File: config.mk
export PLATFORM = sky130hd
export DESIGN_NAME = execute_stage_mc
export DESIGN_NICKNAME = d
export VERILOG_FILES = /design/src/rtl/execute_stage_mc.sv
export SDC_FILE = /design/constraint.sdc
export NUM_CORES = 2
export LEC_CHECK = 0
export ABC_AREA = 1
export BUFFER_PORTS_ARGS = -buffer_cell sky130_fd_sc_hd__buf_4
export CAP_MARGIN = 25
export CORE_MARGIN = 4
export CORE_UTILIZATION = 30
export CTS_CLUSTER_SIZE = 28
export DETAILED_ROUTE_END_ITERATION = 8
export GPL_TIMING_DRIVEN = 0
export PLACE_DENSITY = 0.57
export SYNTH_ARGS = -nofsm -noshare
export SYNTH_HDL_FRONTEND = slang
export SYNTH_SLANG_ARGS = --single-unit
File: constraint.sdc
create_clock -name clk -period 2.8 [get_ports clk]
set_clock_uncertainty 0.15 [all_clocks]
set_input_delay 0.28 -clock clk [delete_from_list [all_inputs] [get_ports clk]]
set_output_delay 0.28 -clock clk [all_outputs]
set_load 0.05 [all_outputs]
File: src/rtl/execute_stage_mc.sv
// -----------------------------------------------------------------------------
// execute_stage_mc
//   Multi-cycle execute stage of the venus pipeline. Single-cycle ALU ops,
//   compare flags and load-result selection complete in one cycle; DIV runs
//   an iterative restoring unsigned divider that stalls upstream while busy.
//   HLT sets a sticky halt flag that only reset clears.
//
// Ports
//   clk, reset        clock, asynchronous active-low reset
//   v_i, stall_i      instruction valid, downstream stall
//   stall_o           upstream stall (stall_i or divider not idle)
//   opecode_i         opcode
//   opr0_i, opr1_i    operands
//   wb_i, wb_r_i      writeback enable / destination register
//   ldst_data_i       load data from memory (passed through for LD)
//   v_o, result_o     output valid / result
//   wb_o, wb_r_o      writeback enable (qualified by v_o) / destination
//   flags_o           {C,Z,S,V} from the last accepted CMP
//   busy_o            divider FSM not idle
//   halt_o            sticky halt
//
// Handshake: an instruction is accepted on a rising edge where
//   v_i & ~stall_o. While stall_i is high every output register holds.
// -----------------------------------------------------------------------------
module execute_stage_mc #(
    parameter int W_OPR = 32,
    parameter int W_OPC = 7,
    parameter int W_RD  = 5
) (
    input  logic             clk,
    input  logic             reset,
    input  logic             v_i,
    input  logic             stall_i,
    output logic             stall_o,
    input  logic [W_OPC-1:0] opecode_i,
    input  logic [W_OPR-1:0] opr0_i,
    input  logic [W_OPR-1:0] opr1_i,
    input  logic             wb_i,
    input  logic [W_RD-1:0]  wb_r_i,
    input  logic [W_OPR-1:0] ldst_data_i,
    output logic             v_o,
    output logic [W_OPR-1:0] result_o,
    output logic             wb_o,
    output logic [W_RD-1:0]  wb_r_o,
    output logic [3:0]       flags_o,
    output logic             busy_o,
    output logic             halt_o
);
    localparam int W_CNT = $clog2(W_OPR + 1);
    localparam logic [W_OPR-1:0] L_WIDTH = W_OPR'(W_OPR);

    localparam logic [W_OPC-1:0] OP_ADD = W_OPC'(7'h00);
    localparam logic [W_OPC-1:0] OP_SUB = W_OPC'(7'h01);
    localparam logic [W_OPC-1:0] OP_MUL = W_OPC'(7'h02);
    localparam logic [W_OPC-1:0] OP_DIV = W_OPC'(7'h03);
    localparam logic [W_OPC-1:0] OP_CMP = W_OPC'(7'h04);
    localparam logic [W_OPC-1:0] OP_ABS = W_OPC'(7'h05);
    localparam logic [W_OPC-1:0] OP_SHL = W_OPC'(7'h08);
    localparam logic [W_OPC-1:0] OP_SHR = W_OPC'(7'h09);
    localparam logic [W_OPC-1:0] OP_ASH = W_OPC'(7'h0A);
    localparam logic [W_OPC-1:0] OP_AND = W_OPC'(7'h10);
    localparam logic [W_OPC-1:0] OP_OR  = W_OPC'(7'h11);
    localparam logic [W_OPC-1:0] OP_NOT = W_OPC'(7'h12);
    localparam logic [W_OPC-1:0] OP_XOR = W_OPC'(7'h13);
    localparam logic [W_OPC-1:0] OP_HLT = W_OPC'(7'h1F);
    localparam logic [W_OPC-1:0] OP_LD  = W_OPC'(7'h40);

    typedef enum logic [1:0] {IDLE, DIV_RUN, DIV_DONE} state_t;

    state_t             r_state;
    logic [W_CNT-1:0]   r_cnt;
    logic [W_OPR-1:0]   r_rem;
    logic [W_OPR-1:0]   r_quot;     // dividend bits shift out as quotient bits shift in
    logic [W_OPR-1:0]   r_dvs;
    logic               r_div_wb;
    logic [W_RD-1:0]    r_div_wb_r;

    logic               r_v;
    logic [W_OPR-1:0]   r_result;
    logic               r_wb;
    logic [W_RD-1:0]    r_wb_r;
    logic               r_ld;
    logic [3:0]         r_flags;
    logic               r_halt;

    logic               w_accept;
    logic [W_OPR-1:0]   w_sh;
    logic [W_OPR:0]     w_cmp;
    logic [3:0]         w_flags;
    logic [W_OPR-1:0]   w_alu;
    logic [W_OPR:0]     w_rem_sh;
    logic [W_OPR:0]     w_trial;

    assign stall_o  = stall_i | (r_state != IDLE);
    assign w_accept = v_i & ~stall_o;
    assign w_sh     = opr1_i % L_WIDTH;

    // opr0 + ~opr1 + 1 with the carry kept in the top bit
    assign w_cmp   = {1'b0, opr0_i} + {1'b0, ~opr1_i} + {{W_OPR{1'b0}}, 1'b1};
    assign w_flags = {w_cmp[W_OPR],
                      (w_cmp[W_OPR-1:0] == '0),
                      w_cmp[W_OPR-1],
                      (opr0_i[W_OPR-1] ^ opr1_i[W_OPR-1]) & (w_cmp[W_OPR-1] ^ opr0_i[W_OPR-1])};

    always_comb begin
        w_alu = '0;
        case (opecode_i)
            OP_ADD: w_alu = opr0_i + opr1_i;
            OP_SUB: w_alu = opr0_i - opr1_i;
            OP_MUL: w_alu = opr0_i * opr1_i;
            OP_CMP: w_alu = w_cmp[W_OPR-1:0];
            OP_ABS: w_alu = opr0_i[W_OPR-1] ? ('0 - opr0_i) : opr0_i;
            OP_SHL: w_alu = opr0_i << w_sh;
            OP_SHR: w_alu = opr0_i >> w_sh;
            OP_ASH: w_alu = $signed(opr0_i) >>> w_sh;
            OP_AND: w_alu = opr0_i & opr1_i;
            OP_OR:  w_alu = opr0_i | opr1_i;
            OP_NOT: w_alu = ~opr0_i;
            OP_XOR: w_alu = opr0_i ^ opr1_i;
            default: w_alu = '0;
        endcase
    end

    // Restoring step: the partial remainder stays below the divisor, so one
    // extra bit is enough to detect borrow. A zero divisor always "fits",
    // which yields an all-ones quotient without any special case.
    assign w_rem_sh = {r_rem, r_quot[W_OPR-1]};
    assign w_trial  = w_rem_sh - {1'b0, r_dvs};

    always_ff @(posedge clk or negedge reset) begin
        if (!reset) begin
            r_state    <= IDLE;
            r_cnt      <= '0;
            r_rem      <= '0;
            r_quot     <= '0;
            r_dvs      <= '0;
            r_div_wb   <= 1'b0;
            r_div_wb_r <= '0;
            r_v        <= 1'b0;
            r_result   <= '0;
            r_wb       <= 1'b0;
            r_wb_r     <= '0;
            r_ld       <= 1'b0;
            r_flags    <= '0;
            r_halt     <= 1'b0;
        end else begin
            case (r_state)
                IDLE: begin
                    if (w_accept && opecode_i == OP_DIV) begin
                        r_state    <= DIV_RUN;
                        r_cnt      <= W_CNT'(W_OPR);
                        r_rem      <= '0;
                        r_quot     <= opr0_i;
                        r_dvs      <= opr1_i;
                        r_div_wb   <= wb_i;
                        r_div_wb_r <= wb_r_i;
                    end
                end
                DIV_RUN: begin
                    // iterations proceed regardless of stall_i
                    if (!w_trial[W_OPR]) begin
                        r_rem  <= w_trial[W_OPR-1:0];
                        r_quot <= {r_quot[W_OPR-2:0], 1'b1};
                    end else begin
                        r_rem  <= w_rem_sh[W_OPR-1:0];
                        r_quot <= {r_quot[W_OPR-2:0], 1'b0};
                    end
                    r_cnt <= r_cnt - 1'b1;
                    if (r_cnt == W_CNT'(1)) r_state <= DIV_DONE;
                end
                DIV_DONE: begin
                    if (!stall_i) r_state <= IDLE;
                end
                default: r_state <= IDLE;
            endcase

            if (!stall_i) begin
                case (r_state)
                    IDLE: begin
                        r_v <= w_accept && (opecode_i != OP_DIV);
                        if (w_accept) begin
                            r_result <= w_alu;
                            r_wb     <= wb_i;
                            r_wb_r   <= wb_r_i;
                            r_ld     <= (opecode_i == OP_LD);
                        end
                    end
                    DIV_DONE: begin
                        r_v      <= 1'b1;
                        r_result <= r_quot;
                        r_wb     <= r_div_wb;
                        r_wb_r   <= r_div_wb_r;
                        r_ld     <= 1'b0;
                    end
                    default: r_v <= 1'b0;   // bubble while dividing
                endcase
            end

            if (w_accept && opecode_i == OP_CMP) r_flags <= w_flags;
            if (w_accept && opecode_i == OP_HLT) r_halt  <= 1'b1;
        end
    end

    assign v_o      = r_v;
    assign result_o = r_ld ? ldst_data_i : r_result;
    assign wb_o     = r_wb & r_v;
    assign wb_r_o   = r_wb_r;
    assign flags_o  = r_flags;
    assign busy_o   = (r_state != IDLE);
    assign halt_o   = r_halt;

endmodule

=== After elaboration in Yosys (flattened, before gate mapping) ===
Index checks and enable logic that the tools add are counted.

* Flip-flop bits (word level): 155
* Output and inout bits: 46
* Word-level logic and storage cells: 98

* $add $sub $neg: 7
* Multipliers: 1
* Equality and inequality tests: 22
* Shift operators: 3
* Multiplexer cells: 24
* Bitwise logic cells: 13
* Reductions and logical operators: 14

{| class="wikitable"
|+ Operator list
! kind !! number
|-
| 32-bit one-hot mux with 12 select lines || 1
|-
| 32-bit 2-to-1 mux || 6
|-
| 32-bit one-hot mux with 2 select lines || 3
|-
| 32-bit inverter || 2
|-
| 7-bit by 5-bit equality test with 1-bit output, second input constant || 5
|-
| 32-bit by 32-bit adder with 33-bit output || 1
|-
| 33-bit by 1-bit adder with 33-bit output, second input constant || 1
|-
| 33-bit by 32-bit subtractor with 33-bit output || 1
|-
| 32-bit adder || 1
|-
| 32-bit AND || 1
|-
| 32-bit zero test || 1
|-
| 32-bit by 32-bit multiplier with 32-bit output || 1
|-
| 32-bit OR || 1
|-
| 32-bit by 5-bit << shifter with 32-bit output || 1
|-
| 32-bit by 5-bit >> shifter with 32-bit output || 1
|-
| 32-bit by 5-bit >>> shifter with 32-bit output || 1
|-
| 1-bit by 32-bit subtractor with 32-bit output, first input constant || 1
|-
| 32-bit subtractor || 1
|-
| 32-bit XOR || 1
|-
| 7-bit by 4-bit equality test with 1-bit output, second input constant || 3
|-
| 7-bit by 2-bit equality test with 1-bit output, second input constant || 2
|-
| 7-bit by 3-bit equality test with 1-bit output, second input constant || 2
|-
| 6-bit one-hot mux with 2 select lines || 1
|-
| 5-bit one-hot mux with 2 select lines || 1
|-
| other kinds (24) || 44
|}

=== Logic depth before layout (Yosys ltp) ===
* Word-level depth: 7
* Mapped depth: 37

=== Worst setup path after synthesis ===
Ideal clock, no wire load.

* Kind: input to register
* Start point: input port opr1_i[2]
* End point: register r_result[27]
* Library setup time: 0.126 ns
* Arrival: 7.041 ns
* Setup slack: -4.517 ns
* Cell stages on the path: 30
* Buffers on the path: 5
* Cells stage by stage: clkbuf_1 -> buf_2 -> buf_2 -> buf_2 -> buf_1 -> nand2_1 -> inv_1 -> fa_1 -> inv_1 -> fa_1 -> fa_1 -> fa_1 -> inv_1 -> fa_1 -> inv_1 -> fa_1 -> inv_1 -> fa_1 -> fa_1 -> ha_1 -> a21oi_1 -> o21ai_0 -> a21oi_1 -> nand3_1 -> a21o_1 -> or2_2 -> nand3_1 -> nand3_1 -> o21ai_0 -> a21oi_1

* Longest elaborated chain between the ends: 6

{| class="wikitable"
|+ RTL lines
! what !! RTL line !! RTL
|-
| from (decl) || 37 || <nowiki>input logic [W_OPR-1:0] opr1_i,</nowiki>
|-
| parallel branches: the longest is 3 deep, another holds 32-bit by 32-bit multiplier with 32-bit output || -- ||
|-
| 32-bit one-hot mux with 12 select lines (*) || 107 || <nowiki>case (opecode_i)</nowiki>
|-
| 32-bit 2-to-1 mux (*) || 181 || <nowiki>if (w_accept) begin</nowiki>
|-
| 32-bit one-hot mux with 2 select lines (*) || 178 || <nowiki>case (r_state)</nowiki>
|-
| to (signal assigned) || 182 || <nowiki>r_result <= w_alu;</nowiki>
|-
| to (signal assigned) || 190 || <nowiki>r_result <= r_quot;</nowiki>
|-
| to (decl) || 79 || <nowiki>logic [W_OPR-1:0] r_result;</nowiki>
|}

Mark *: on every way between the ends. The select of a mux whose other input is x is not followed.
A chain may end at the register's enable or synchronous reset.

=== Final worst setup path ===
* Start point: input port opr0_i[21]
* End point: register r_result[31]

* Longest elaborated chain between the ends: 5

{| class="wikitable"
|+ RTL lines
! what !! RTL line !! RTL
|-
| from (decl) || 36 || <nowiki>input logic [W_OPR-1:0] opr0_i,</nowiki>
|-
| parallel branches: the longest is 2 deep, another holds 32-bit by 32-bit multiplier with 32-bit output || -- ||
|-
| 32-bit one-hot mux with 12 select lines (*) || 107 ||
|-
| 32-bit 2-to-1 mux (*) || 181 ||
|-
| 32-bit one-hot mux with 2 select lines (*) || 178 ||
|}

Marked as above.

==> flow_summary.json <==
{
  "numCtsBuffers": 17,
  "clkSinkCount": 155,
  "worst_slew_pin_slew_ns": 1.07,
  "synthCells": 5611,
  "core_area_um2": 122000,
  "num_rows": 128,
  "cts_tree": "built",
  "critical_path_class": "in -> reg",
  "hold_start": "opecode_i[5]",
  "worst_slack_ns": -4.15,
  "synth-simple-area-share_pct": 25.5,
  "timing.fmax_ghz": 0.144,
  "htree_levels": 4,
  "setup_viol": 43,
  "outcome": "complete, but fails checks",
  "end_kind": "flop",
  "layout_common_cells": "1465 x nand2_1, 1063 x inv_1, 376 x fa_1",
  "ctsRootBufferMaster": "clkbuf_16",
  "synth.distinct_cells": 66,
  "drcViolationCount": 0,
  "die_x_um": 358,
  "syn_area_um2": 36800,
  "rsz0062_at_grt": "yes",
  "syn_nets": 6421,
  "clock_path_buffers": 2,
  "maxCapViolations": 0,
  "reg2reg_from": "r_dvs[9]",
  "yosysTopAreaCellShare_pct": 22.3,
  "drive_above_1_share_pct": 19.7,
  "holdPathStages": 4,
  "overflow": 0,
  "io_buffers": 158,
  "grt_pass1_wl_um": 283000,
  "hpwl_um": 166000,
  "hold_viol_final": 0,
  "ys_async_sr_fraction_pct": 100,
  "layout.nets": 6789,
  "hold_class": "in -> reg",
  "final_common_cell": "nand2_1",
  "grt_usage_pct": 30.7,
  "min_period_over_period_pct": 248,
  "crit_fanout": 10,
  "synthFlopType": "dfrtp_1",
  "wl_per_cell_um": 26.8,
  "cp_data_required_time_ns": 3.04,
  "synthAdderAreaFrac_pct": 32.1,
  "syn_avg_cell_area_um2": 6.56,
  "start_util_pct": 30.2,
  "hold_slack_ns": 0.0355,
  "synthTopCellsByArea": "fa_1 22%, nand2_1 16%, inv_1 12%",
  "r2r_cells": 16,
  "ant_nets": 0,
  "violations": "negative setup slack",
  "drt_iter0_markers": 4535,
  "synth-compound-area-share_pct": 14.2,
  "synthMuxAreaShare_pct": 0.190,
  "critPathArrivalTime_ns": 7.19,
  "synth_top_family_by_area": "adder cells",
  "yosys.area.top_type": "fa_1",
  "routed_wl_um": 204000,
  "ioPinCount": 159,
  "grt_pass1_vias": 39000,
  "viasPerCell": 5.37,
  "grt_max_degree": 108,
  "die_area_um2": 128000,
  "place_congestion": 1.07,
  "max-slew-margin-rel_pct": 27.6,
  "drv_slew": 0,
  "synth_edf_count": 0,
  "grt_antenna_before_repair": 7,
  "dieHeight_um": 358,
  "yosys_register_bits": 155,
  "clk_pin_slew_ns": 0.08,
  "period_minus_slack_ns": 6.95,
  "worstSetupStartpoint": "opr0_i[21]",
  "startpoint_type": "input port",
  "area_growth_pct": 28.6,
  "vias": 40900,
  "synth-xor-area-share_pct": 2.59,
  "ys_seq_area_share_pct": 10.5,
  "yosys_warnings": 0,
  "clock_latency_ns": 0.45,
  "first_pass_iters": 6
}
[final timing paths]
path | end | slack [ns]
setup / recovery | r_result[31] | -4.15
hold / removal | r_ld | 0.04
setup reg to reg | r_rem[9] | -0.02
hold reg to reg | halt_o | 0.33
max in group asynchronous | r_quot[21] | 1.43
min in group asynchronous | r_rem[18] | 0.18
[synth_stat cells, types with 4 or more instances]
library cell / count
a2111oi_0: 6
a211oi_1: 14
a21boi_0: 4
a21o_1: 15
a21oi_1: 328
a21oi_2: 4
a221oi_1: 23
a22oi_1: 10
a31oi_1: 16
buf_1: 56
buf_2: 60
buf_4: 9
buf_6: 7
clkbuf_1: 127
clkinv_1: 6
dfrtp_1: 155
fa_1: 411
ha_1: 286
inv_1: 1139
inv_2: 18
mux2i_1: 7
nand2_1: 1565
nand2_2: 7
nand3_1: 229
nand3_2: 5
nand3b_1: 10
nand4_1: 41
nor2_1: 335
nor2_2: 6
nor2_4: 5
nor3_1: 47
nor4_1: 11
o2111ai_1: 12
o211ai_1: 23
o21a_1: 12
o21ai_0: 331
o21ai_1: 23
o21bai_1: 15
o221ai_1: 8
o22ai_1: 52
o31ai_1: 7
or2_2: 22
xnor2_1: 29
xor2_1: 80
[area by class of cell]
cell class                      count  area (um^2)
Timing Repair Buffer              359         3190
Tap cell                         1625         2030
Inverter                         1163         4430
Buffer                            248         2550
Clock inverter                     15          174
Antenna cell                        2         5.00
Clock buffer                       17          425
Fill cell                       12800        74500
Multi-Input combinational cell   4035        30700
Sequential cell                   155         3880
[timing repair]
item	CTS	global route
hold buffers	8	0
pin swaps	176	226
gates resized for setup	705	400
endpoints found under the hold margin	62	0
setup buffers	93	86
setup endpoints to repair	69	102
gates cloned	0	8
[critical path, cell delays in order]
cell      delay (ns)
buf_4           0.20
clkbuf_8        0.24
clkbuf_8        0.24
nand2_2         0.07
fa_1            0.46
fa_1            0.51
inv_2           0.05
fa_2            0.60
inv_2           0.05
fa_1            0.53
inv_1           0.06
fa_1            0.46
fa_1            0.53
fa_1            0.44
fa_2            0.66
ha_4            0.25
buf_4           0.16
nand2_1         0.16
o21ai_0         0.15
a21o_4          0.23
a21oi_4         0.24
inv_2           0.06
nand3_2         0.09
nand3_4         0.13
nand2_4         0.13
nand2_2         0.05
a21oi_2         0.12
[routing by layer]
| layer | vias to the layer above | GRT usage (%) | share of wire (%) |
|---|---|---|---|
| met1 | 20100 | 41.5 | 41 |
| met4 | 4 | 15.6 | 6.6 |
| met5 | - | 0 | 0.013 |
| met2 | 2194 | 45.7 | 42 |
| li1 | 18100 | - | - |
| met3 | 461 | 7.22 | 10 |
[sequential cells by signal, summed over array words and instances, names as in the netlist, 2 cells and up]
register	cells
r_dvs	32
r_quot	32
wb_r_o	5
r_result	32
r_state	2
flags_o	4
r_rem	32
r_div_wb_r	5
r_cnt	6
[metrics by stage]
stage               TNS [ns]  instances  setup WS [ns]  util [%]  instance area (um^2)
floorplan             -88.61       5611          -3.92         -                 37600
global placement     -171.61       7394          -6.23      33.5                 40800
detailed placement   -168.44       7403          -6.16      33.6                 41000
CTS                   -97.85       7529          -4.17      37.0                 45100
global route         -102.94       7617          -4.26      38.9                 47400
finish                -96.10       7619          -4.15      38.9                 47400
[cells by family (layout without fill, tap and decap cells)]
group / count (synthesis) / in the layout
AO/OA/AOI/OAI: 922 / 922
other: 0 / 2
XOR/XNOR: 109 / 109
multiplexers: 7 / 7
buffers and inverters: 1422 / 1802
AND/OR/NAND/NOR: 2299 / 2300
adder cells (fa/ha/maj): 697 / 697
flip-flops: 155 / 155
Power is not shown: default switching activity piles up to over one toggle a cycle in this logic, so the estimate is an artifact.
